--- config.mk ---
export PLATFORM = sky130hd
export DESIGN_NAME = rhythm_judge_ctrl_flat
export DESIGN_NICKNAME = d
export VERILOG_FILES = /design/src/rtl/rhythm_judge_ctrl_pkg.sv /design/src/rtl/rhythm_judge_ctrl_if.sv /design/src/rtl/rhythm_judge_ctrl_rise_detect.sv /design/src/rtl/rhythm_judge_ctrl.sv /design/src/flat_wrapper.sv
export SDC_FILE = /design/constraint.sdc
export NUM_CORES = 1
export LEC_CHECK = 0
export ABC_AREA = 1
export CELL_PAD_IN_SITES_DETAIL_PLACEMENT = 1
export CELL_PAD_IN_SITES_GLOBAL_PLACEMENT = 2
export CORE_MARGIN = 2
export CORE_UTILIZATION = 27
export DETAILED_ROUTE_END_ITERATION = 10
export PLACE_DENSITY = 0.79
export SYNTH_ARGS = -nofsm -noshare
export SYNTH_HDL_FRONTEND = slang
export SYNTH_HIERARCHICAL = 1
export SYNTH_SLANG_ARGS = --single-unit
--- constraint.sdc ---
create_clock -name clk -period 3.2 [get_ports clk]
set_input_delay 0.48 -clock clk [delete_from_list [all_inputs] [get_ports clk]]
set_output_delay 0.48 -clock clk [all_outputs]
set_load 0.05 [all_outputs]
--- src/rtl/rhythm_judge_ctrl_pkg.sv ---
// Package: rhythm_pkg
// Shared definitions for the rhythm game controller: FSM state encoding,
// song IDs, shifter pixel-phase limit, and saturating-add helpers used for
// the score and hit/miss counters.
package rhythm_pkg;

  typedef enum logic [1:0] {
    IDLE   = 2'd0,
    SELECT = 2'd1,
    PLAY   = 2'd2,
    RESULT = 2'd3
  } state_t;

  localparam logic [1:0] SONG_NONE = 2'd0;
  localparam logic [1:0] SONG_1    = 2'd1;
  localparam logic [1:0] SONG_2    = 2'd2;
  localparam logic [1:0] SONG_3    = 2'd3;

  // Last pixel phase of a note slot; a 6 -> 0 transition is a slot advance.
  localparam logic [2:0] OFFSET_MAX = 3'd6;

  // Widths of the saturating accumulators.
  localparam int SCORE_W = 16;
  localparam int CNT_W   = 10;

  // Add with clamp to all-ones instead of wrapping.
  function automatic logic [SCORE_W-1:0] sat_add_score(
    input logic [SCORE_W-1:0] a,
    input logic [SCORE_W-1:0] b
  );
    logic [SCORE_W:0] s;
    s = {1'b0, a} + {1'b0, b};
    return s[SCORE_W] ? {SCORE_W{1'b1}} : s[SCORE_W-1:0];
  endfunction

  function automatic logic [CNT_W-1:0] sat_add_cnt(
    input logic [CNT_W-1:0] a,
    input logic [1:0]       b
  );
    logic [CNT_W:0] s;
    s = {1'b0, a} + {{(CNT_W-1){1'b0}}, b};
    return s[CNT_W] ? {CNT_W{1'b1}} : s[CNT_W-1:0];
  endfunction

endpackage

--- src/rtl/rhythm_judge_ctrl_if.sv ---
// Interface: rhythm_judge_ctrl_if
// Signals between the game controller and the note shifter.
//   note_R_judge / note_B_judge : note present at the judge slot (shifter -> ctrl)
//   offset                      : shifter pixel phase 0..6     (shifter -> ctrl)
//   combo                       : shifter combo count          (shifter -> ctrl)
//   finish                      : song ended                   (shifter -> ctrl)
//   song                        : selected song, 0 = none      (ctrl -> shifter)
//   delete                      : clear judged note            (ctrl -> shifter)
// Handshake: there is no valid/ready pair on this link. delete is a
// single-cycle pulse with no back-pressure; the shifter must consume it in
// the cycle it is high. All shifter outputs are plain levels sampled every
// clock.
interface rhythm_judge_ctrl_if;
  logic       note_R_judge;
  logic       note_B_judge;
  logic [2:0] offset;
  logic [7:0] combo;
  logic       finish;
  logic [1:0] song;
  logic       delete;

  modport master (
    input  note_R_judge, note_B_judge, offset, combo, finish,
    output song, delete
  );

  modport slave (
    output note_R_judge, note_B_judge, offset, combo, finish,
    input  song, delete
  );
endinterface

--- src/rtl/rhythm_judge_ctrl_rise_detect.sv ---
// Module: rise_detect
// 1-bit rising-edge detector. The previous level is registered; rise is
// high in the cycle where level is 1 and the registered level is 0.
//   clk   : clock
//   rst   : synchronous active-high reset (clears history)
//   level : input level
//   rise  : rising-edge pulse
module rise_detect (
  input  logic clk,
  input  logic rst,
  input  logic level,
  output logic rise
);
  logic prev_q;

  always_ff @(posedge clk) begin
    if (rst) prev_q <= 1'b0;
    else     prev_q <= level;
  end

  assign rise = level & ~prev_q;
endmodule

--- src/rtl/rhythm_judge_ctrl.sv ---
// Module: rhythm_judge_ctrl
// Game-flow controller and hit judge for the LED-matrix note shifter.
// Sequences IDLE -> SELECT -> PLAY -> RESULT, drives the shifter's song
// select and note delete, judges red/blue presses against the judge slot and
// accumulates score, hit/miss counts and max combo.
// Ports:
//   clk, rst                      : clock, synchronous active-high reset
//   red/blue/yellow/sel_button    : debounced button levels
//   shf (master)                  : shifter link (notes, offset, combo,
//                                   finish in; song, delete out)
//   song_sel                      : highlighted song in SELECT, 1..3
//   score, hit_count, miss_count  : saturating statistics
//   max_combo                     : highest combo seen this song
//   state                         : FSM state (IDLE=0 SELECT=1 PLAY=2 RESULT=3)
// Build option: define RHYTHM_COMBO_BONUS_EN to double hit points while
// combo >= COMBO_BONUS_TH.
module rhythm_judge_ctrl
  import rhythm_pkg::*;
#(
  parameter int PERFECT_LO     = 2,
  parameter int PERFECT_HI     = 4,
  parameter int PERFECT_PTS    = 3,
  parameter int GOOD_PTS       = 1,
  parameter int COMBO_BONUS_TH = 16
) (
  input  logic               clk,
  input  logic               rst,
  input  logic               red_button,
  input  logic               blue_button,
  input  logic               yellow_button,
  input  logic               sel_button,
  rhythm_judge_ctrl_if.master shf,
  output logic [1:0]         song_sel,
  output logic [SCORE_W-1:0] score,
  output logic [CNT_W-1:0]   hit_count,
  output logic [CNT_W-1:0]   miss_count,
  output logic [7:0]         max_combo,
  output logic [1:0]         state
);

`ifdef RHYTHM_COMBO_BONUS_EN
  localparam bit BONUS_EN = 1'b1;
`else
  localparam bit BONUS_EN = 1'b0;
`endif

  // ---------------- button edge detection ----------------
  logic red_rise, blue_rise, yel_rise, sel_rise;

  rise_detect u_red    (.clk(clk), .rst(rst), .level(red_button),    .rise(red_rise));
  rise_detect u_blue   (.clk(clk), .rst(rst), .level(blue_button),   .rise(blue_rise));
  rise_detect u_yellow (.clk(clk), .rst(rst), .level(yellow_button), .rise(yel_rise));
  rise_detect u_sel    (.clk(clk), .rst(rst), .level(sel_button),    .rise(sel_rise));

  // ---------------- game-flow FSM ----------------
  state_t state_q, state_d;

  always_ff @(posedge clk) begin
    if (rst) state_q <= IDLE;
    else     state_q <= state_d;
  end

  always_comb begin
    state_d = state_q;
    case (state_q)
      IDLE:    if (yel_rise)   state_d = SELECT;
      SELECT:  if (yel_rise)   state_d = PLAY;
      PLAY:    if (shf.finish) state_d = RESULT;
      RESULT:  if (yel_rise)   state_d = IDLE;
      default: state_d = IDLE;
    endcase
  end

  assign state = state_q;

  logic start_play;
  assign start_play = (state_q == SELECT) && yel_rise;

  // ---------------- song selection ----------------
  logic [1:0] song_sel_q, song_q;

  // Yellow wins over a simultaneous sel rise so the confirmed song is the
  // one that was highlighted.
  always_ff @(posedge clk) begin
    if (rst) begin
      song_sel_q <= SONG_1;
    end else if (state_q == SELECT && sel_rise && !yel_rise) begin
      song_sel_q <= (song_sel_q == SONG_3) ? SONG_1 : song_sel_q + 2'd1;
    end
  end

  // Registered from the next state so song is valid in the first PLAY cycle.
  always_ff @(posedge clk) begin
    if (rst) song_q <= SONG_NONE;
    else     song_q <= (state_d == PLAY) ? song_sel_q : SONG_NONE;
  end

  assign song_sel = song_sel_q;
  assign shf.song = song_q;

  // ---------------- slot tracking ----------------
  logic [2:0] offset_prev_q;
  logic       note_prev_q;
  logic       lock_q;
  logic       wrap;

  always_ff @(posedge clk) begin
    if (rst) begin
      offset_prev_q <= 3'd0;
      note_prev_q   <= 1'b0;
    end else begin
      offset_prev_q <= shf.offset;
      note_prev_q   <= shf.note_R_judge | shf.note_B_judge;
    end
  end

  assign wrap = (offset_prev_q == OFFSET_MAX) && (shf.offset == 3'd0);

  // ---------------- judge ----------------
  logic hit, wrong, unhit, perfect;

  always_comb begin
    hit   = 1'b0;
    wrong = 1'b0;
    if (state_q == PLAY && !lock_q) begin
      if (red_rise && blue_rise) begin
        wrong = 1'b1;
      end else if (red_rise) begin
        if (shf.note_R_judge) hit = 1'b1;
        else                  wrong = 1'b1;
      end else if (blue_rise) begin
        if (shf.note_B_judge) hit = 1'b1;
        else                  wrong = 1'b1;
      end
    end
  end

  // A note that was at the judge slot when the slot advanced without a hit.
  assign unhit   = (state_q == PLAY) && wrap && !lock_q && note_prev_q;
  assign perfect = (int'(shf.offset) >= PERFECT_LO) && (int'(shf.offset) <= PERFECT_HI);

  logic [SCORE_W-1:0] pts_base, pts;
  logic               bonus;

  assign pts_base = perfect ? SCORE_W'(PERFECT_PTS) : SCORE_W'(GOOD_PTS);
  assign bonus    = BONUS_EN && (int'(shf.combo) >= COMBO_BONUS_TH);
  assign pts      = bonus ? (pts_base << 1) : pts_base;

  logic [1:0] miss_inc;
  assign miss_inc = {1'b0, wrong} + {1'b0, unhit};

  // Judging uses the lock value from before this cycle; a slot advance in
  // the same cycle then clears it, overriding a lock set by that hit.
  always_ff @(posedge clk) begin
    if (rst)             lock_q <= 1'b0;
    else if (start_play) lock_q <= 1'b0;
    else if (wrap)       lock_q <= 1'b0;
    else if (hit)        lock_q <= 1'b1;
  end

  // ---------------- statistics ----------------
  logic [SCORE_W-1:0] score_q;
  logic [CNT_W-1:0]   hit_q, miss_q;
  logic [7:0]         max_combo_q;

  always_ff @(posedge clk) begin
    if (rst || start_play) begin
      score_q     <= '0;
      hit_q       <= '0;
      miss_q      <= '0;
      max_combo_q <= '0;
    end else if (state_q == PLAY) begin
      if (hit) begin
        score_q <= sat_add_score(score_q, pts);
        hit_q   <= sat_add_cnt(hit_q, 2'd1);
      end
      if (miss_inc != 2'd0) miss_q <= sat_add_cnt(miss_q, miss_inc);
      if (shf.combo > max_combo_q) max_combo_q <= shf.combo;
    end
  end

  assign score      = score_q;
  assign hit_count  = hit_q;
  assign miss_count = miss_q;
  assign max_combo  = max_combo_q;

  // ---------------- delete pulse ----------------
  logic delete_q;

  always_ff @(posedge clk) begin
    if (rst) delete_q <= 1'b0;
    else     delete_q <= hit;
  end

  // Masked by rst so a pending pulse drops in the same cycle reset rises.
  assign shf.delete = delete_q & ~rst;

endmodule

--- src/flat_wrapper.sv ---
// flat-port wrapper written by rule: the top's interface ports become plain ports
module rhythm_judge_ctrl_flat import rhythm_pkg::*;
#(
  parameter int PERFECT_LO     = 2,
  parameter int PERFECT_HI     = 4,
  parameter int PERFECT_PTS    = 3,
  parameter int GOOD_PTS       = 1,
  parameter int COMBO_BONUS_TH = 16
)
  (clk, rst, red_button, blue_button, yellow_button, sel_button, song_sel, score, hit_count, miss_count, max_combo, state, shf_note_R_judge, shf_note_B_judge, shf_offset, shf_combo, shf_finish, shf_song, shf_delete);
  rhythm_judge_ctrl_if shf_i ();
  input  logic clk;
  input  logic rst;
  input  logic red_button;
  input  logic blue_button;
  input  logic yellow_button;
  input  logic sel_button;
  output logic [1:0] song_sel;
  output logic [SCORE_W-1:0] score;
  output logic [CNT_W-1:0] hit_count;
  output logic [CNT_W-1:0] miss_count;
  output logic [7:0] max_combo;
  output logic [1:0] state;
  input wire logic [$bits(shf_i.note_R_judge)-1:0] shf_note_R_judge;
  input wire logic [$bits(shf_i.note_B_judge)-1:0] shf_note_B_judge;
  input wire logic [$bits(shf_i.offset)-1:0] shf_offset;
  input wire logic [$bits(shf_i.combo)-1:0] shf_combo;
  input wire logic [$bits(shf_i.finish)-1:0] shf_finish;
  output wire logic [$bits(shf_i.song)-1:0] shf_song;
  output wire logic [$bits(shf_i.delete)-1:0] shf_delete;
  assign shf_i.note_R_judge = shf_note_R_judge;
  assign shf_i.note_B_judge = shf_note_B_judge;
  assign shf_i.offset = shf_offset;
  assign shf_i.combo = shf_combo;
  assign shf_i.finish = shf_finish;
  assign shf_song = shf_i.song;
  assign shf_delete = shf_i.delete;
  rhythm_judge_ctrl #(.PERFECT_LO(PERFECT_LO), .PERFECT_HI(PERFECT_HI), .PERFECT_PTS(PERFECT_PTS), .GOOD_PTS(GOOD_PTS), .COMBO_BONUS_TH(COMBO_BONUS_TH)) u_core (.clk(clk), .rst(rst), .red_button(red_button), .blue_button(blue_button), .yellow_button(yellow_button), .sel_button(sel_button), .shf(shf_i), .song_sel(song_sel), .score(score), .hit_count(hit_count), .miss_count(miss_count), .max_combo(max_combo), .state(state));
endmodule
==> results of run 1 <==
Yosys cell counts (2+ instances only):
master,number
xor2_1,2
nand3_1,51
buf_2,5
nand3b_1,6
nand4_1,5
nor2_1,67
inv_1,86
fa_1,2
ha_1,15
nor3_1,9
nand2_2,3
nand3_2,2
o21bai_1,2
or2_2,4
nor2_2,3
clkbuf_1,3
dfxtp_1,60
nand2_1,123
nor2_4,3
a31oi_1,8
o21ai_0,17
buf_4,2
a21oi_1,31
metrics by stage:
| stage | cells | power (mW) | worst slack (ns) | TNS, ns |
|---|---|---|---|---|
| final | 764 | 2.06 | 0.276 | 0 |
| after global routing | 764 | 2.16 | 0.00132 | 0 |
| after CTS | 764 | 2.11 | 0.300 | 0 |
| after detailed placement | 748 | 0.990 | -0.0581 | -0.115 |
| after global placement | 748 | 0.985 | 0.0379 | 0 |
| after floorplan | 516 | 0.913 | 0.532 | 0 |
worst max-delay path by stage:
stage / from / endpoint / slack [ns] / cells after the start
final: shf_offset[1] / u_core/miss_count[5] / 0.28 / 17
after global routing: shf_offset[1] / u_core/miss_count[5] / 0.001 / 17
after CTS: shf_offset[1] / u_core/miss_count[5] / 0.30 / 17
after detailed placement: shf_offset[1] / u_core/miss_count[5] / -0.06 / 17
after global placement: shf_offset[1] / u_core/miss_count[7] / 0.04 / 17
after floorplan: u_core/state[0] / u_core/miss_count[7] / 0.53 / 16
critical path: cells and delay by family:
family / cells / cell delay, ns
simple gates: 10 / 1.22
fa+ha+maj: 3 / 0.82
buf+inv: 4 / 0.63
placed cells by master, fill, tap and decap left out, types with 3 or more instances in the layout:
cell,synthesis,final
o21ai_0,17,17
nor2_4,3,3
nand3b_1,6,6
a21oi_1,31,31
a31oi_1,8,8
clkbuf_8,0,3
buf_4,2,5
clkbuf_16,0,9
nand2_1,123,123
dfxtp_1,60,60
ha_1,15,15
nand4_1,5,5
nor2_1,67,67
inv_1,86,86
or2_2,4,4
nor2_2,3,3
clkdlybuf4s50_1,0,70
nor3_1,9,9
nand2_2,3,3
nand3_1,51,51
routing by layer:
metal	up-vias	wire length, um
met2	56	4600
met4	0	85
met1	1607	4780
met5	-	0
li1	1786	-
met3	5	357
cells by family after synthesis:
logic type	after synthesis	share of synthesized area [%]
buf+inv	97	11.4
flops	60	35.5
compound gates	63	10.1
simple gates	277	35.8
fa+ha+maj	17	6.73
xor+xnor	2	0.517
power by group:
group          leakage, nW  internal, mW  switching, mW
clock network        0.169         0.742          0.350
registers            0.486         0.763         0.0117
logic                 1.26        0.0728          0.124
total                 1.91          1.58          0.485
registers in the layout, indices dropped and copies added, names as in the netlist:
signal / flops
u_core/score: 16
u_core/hit_count: 10
u_core/miss_count: 10
u_core/max_combo: 8
u_core/offset_prev_q: 3
u_core/shf.song: 2
u_core/song_sel: 2
u_core/state: 2
u_core/delete_q: 1
u_core/lock_q: 1
u_core/note_prev_q: 1
u_core/u_blue/prev_q: 1
u_core/u_red/prev_q: 1
u_core/u_sel/prev_q: 1
u_core/u_yellow/prev_q: 1
final cells by class:
class                           count  area share, %
Sequential cell                    60           26.0
Clock inverter                      4           1.52
Inverter                           86           7.00
Clock buffer                       12           5.78
Tap cell                          168           4.56
Timing Repair Buffer               75           16.0
Multi-Input combinational cell    359           39.1
==> metrics, run 1 <==
status=complete, no violations; largest net degree at the start of global routing=32; yosys warns=6; final setup violation count=0; reg2reg setup slack=0.61 ns; area of the core=12,100 um2; Worst EP required=3.43 ns; drt pass-1 iters=4; port bufs=70; most used routing layer=met2; gr ovfl total=0; Hold Worst Slack=0.470 ns; Worst Hold Class=reg2reg; clock buffer depth=2; initial antenna violation count=0; chip width=116 um; mapped cell area=3390 um2; FF-to-FF path depth=15; Boundary Pins=71; f_max=342 MHz; vias per cell=4.52; critical-path maximum fanout=6; antenna viol nets, final=0; wire length per cell=12.9 um; GRT met2 Usage=25.9%; syn_nets=553; final wirelength=9830 um; CTS tree=done; Pleak=1.91 nW; clock latency on the worst-skew pair=0.33 ns; max incr delay on CP=0.43 ns; initial core utilization=28.0%; PD cells=447 nW/um2; CP Launch Type=input pin; fraction of layout instances using a drive strength above 1=6.38%; Worst-Margin Slew=0.920 ns; hold depth=2; unrepaired setup endpoints after global routing=no; Post CTS Setup Buffer Count=0; final instance area=4610 um2; # hold bufs at CTS=0; first-pass GRT wire length=16,800 um; TritonCTS Buffers=9; layout net count=628; commonest register cell after synthesis=dfxtp_1; sequential fraction of the synthesis area=35.5%; Post-Synthesis Cells=516; DPL Wire Length=7200 um; max-cap viol count=0; Overall Global Routing Usage=16.0%; FF-to-FF End=u_core/miss_count[5]; Critical-path top delay cell=clkdlybuf4s50_1; Avg Inst Size Synth=6.56 um2; CTS resizes=0; Critical Path End Type=flip-flop; max_slew headroom=38.6%; Arr. time, crit path=3.15 ns; Peak VDD IR=0.000219 V; drc violations=0; multi-input logic area=1800 um2; post-synthesis register bit count=60; grt met1 use=20.8%; clk sink count=60; gpl congestion=0.796; DR iter-0 viols=117; RR Startpoint=u_core/state[1]; cell area after placement=4280 um2; Synth area leaders=dfxtp_1 35%, nand2_1 14%, inv_1 9.5%, nand3_1 7.5%, nor2_1 7.4%; hold path startpoint=u_core/song_sel[0]; # rows=40; Seq. cell area=1200 um2; top cell type's share of synthesized area=35.5%; post-layout min period=2.92 ns; via count=3,454; ANT cells=0; Finished Core Util=38.1%; Die Area=13,500 um2; max-slew violation count=0; area leader, netlist=dfxtp_1; Post-synth ARST share=0%; Setup Skew=0.00288 ns; Clock transition at path regs=0.05 ns; Synth cell types=30; H-tree Lvls=3; number of synthesized flops with an enable pin=0; WHS Endpoint=u_core/shf.song[0]; fill cell count=1,551; crit path cell chain=clkdlybuf4s50_1, nor2_1, nand3_1, nor3_1, nand3_1, inv_1, ha_1, ha_1, fa_1, nand2_1, inv_1, nand2_2, nor2_2, nand2_1, nand3_1, nand2_1, inv_1; Setup CP Type=in2reg; fin crit share=91.4%; vias in the first global route=3,506; die height=116 um; clock tree root buffer cell=clkbuf_16; met3 usage=5.07%; final count of hold timing violations=0; Syn-to-layout area delta=36.2%
Note: power is estimated with default switching activity, not from simulation.
==> run 2, diff against run 1 <==
--- a/config.mk
+++ b/config.mk
@@ -6,11 +6,13 @@
 export NUM_CORES = 1
 export LEC_CHECK = 0
 export ABC_AREA = 1
+export ABC_CLOCK_PERIOD_IN_PS = 3200
 export CELL_PAD_IN_SITES_DETAIL_PLACEMENT = 1
 export CELL_PAD_IN_SITES_GLOBAL_PLACEMENT = 2
 export CORE_MARGIN = 2
 export CORE_UTILIZATION = 27
 export DETAILED_ROUTE_END_ITERATION = 10
+export GPL_TIMING_DRIVEN = 1
 export PLACE_DENSITY = 0.79
 export SYNTH_ARGS = -nofsm -noshare
 export SYNTH_HDL_FRONTEND = slang
==> results of run 2 <==
The final DEF is identical to that of run 1; final timing and power are the same.
==> run 3, diff against run 2 <==
--- a/config.mk
+++ b/config.mk
@@ -7,6 +7,7 @@
 export LEC_CHECK = 0
 export ABC_AREA = 1
 export ABC_CLOCK_PERIOD_IN_PS = 3200
+export CAP_MARGIN = 20
 export CELL_PAD_IN_SITES_DETAIL_PLACEMENT = 1
 export CELL_PAD_IN_SITES_GLOBAL_PLACEMENT = 2
 export CORE_MARGIN = 2
==> results of run 3 <==
The final DEF is identical to that of run 1; final timing and power are the same.
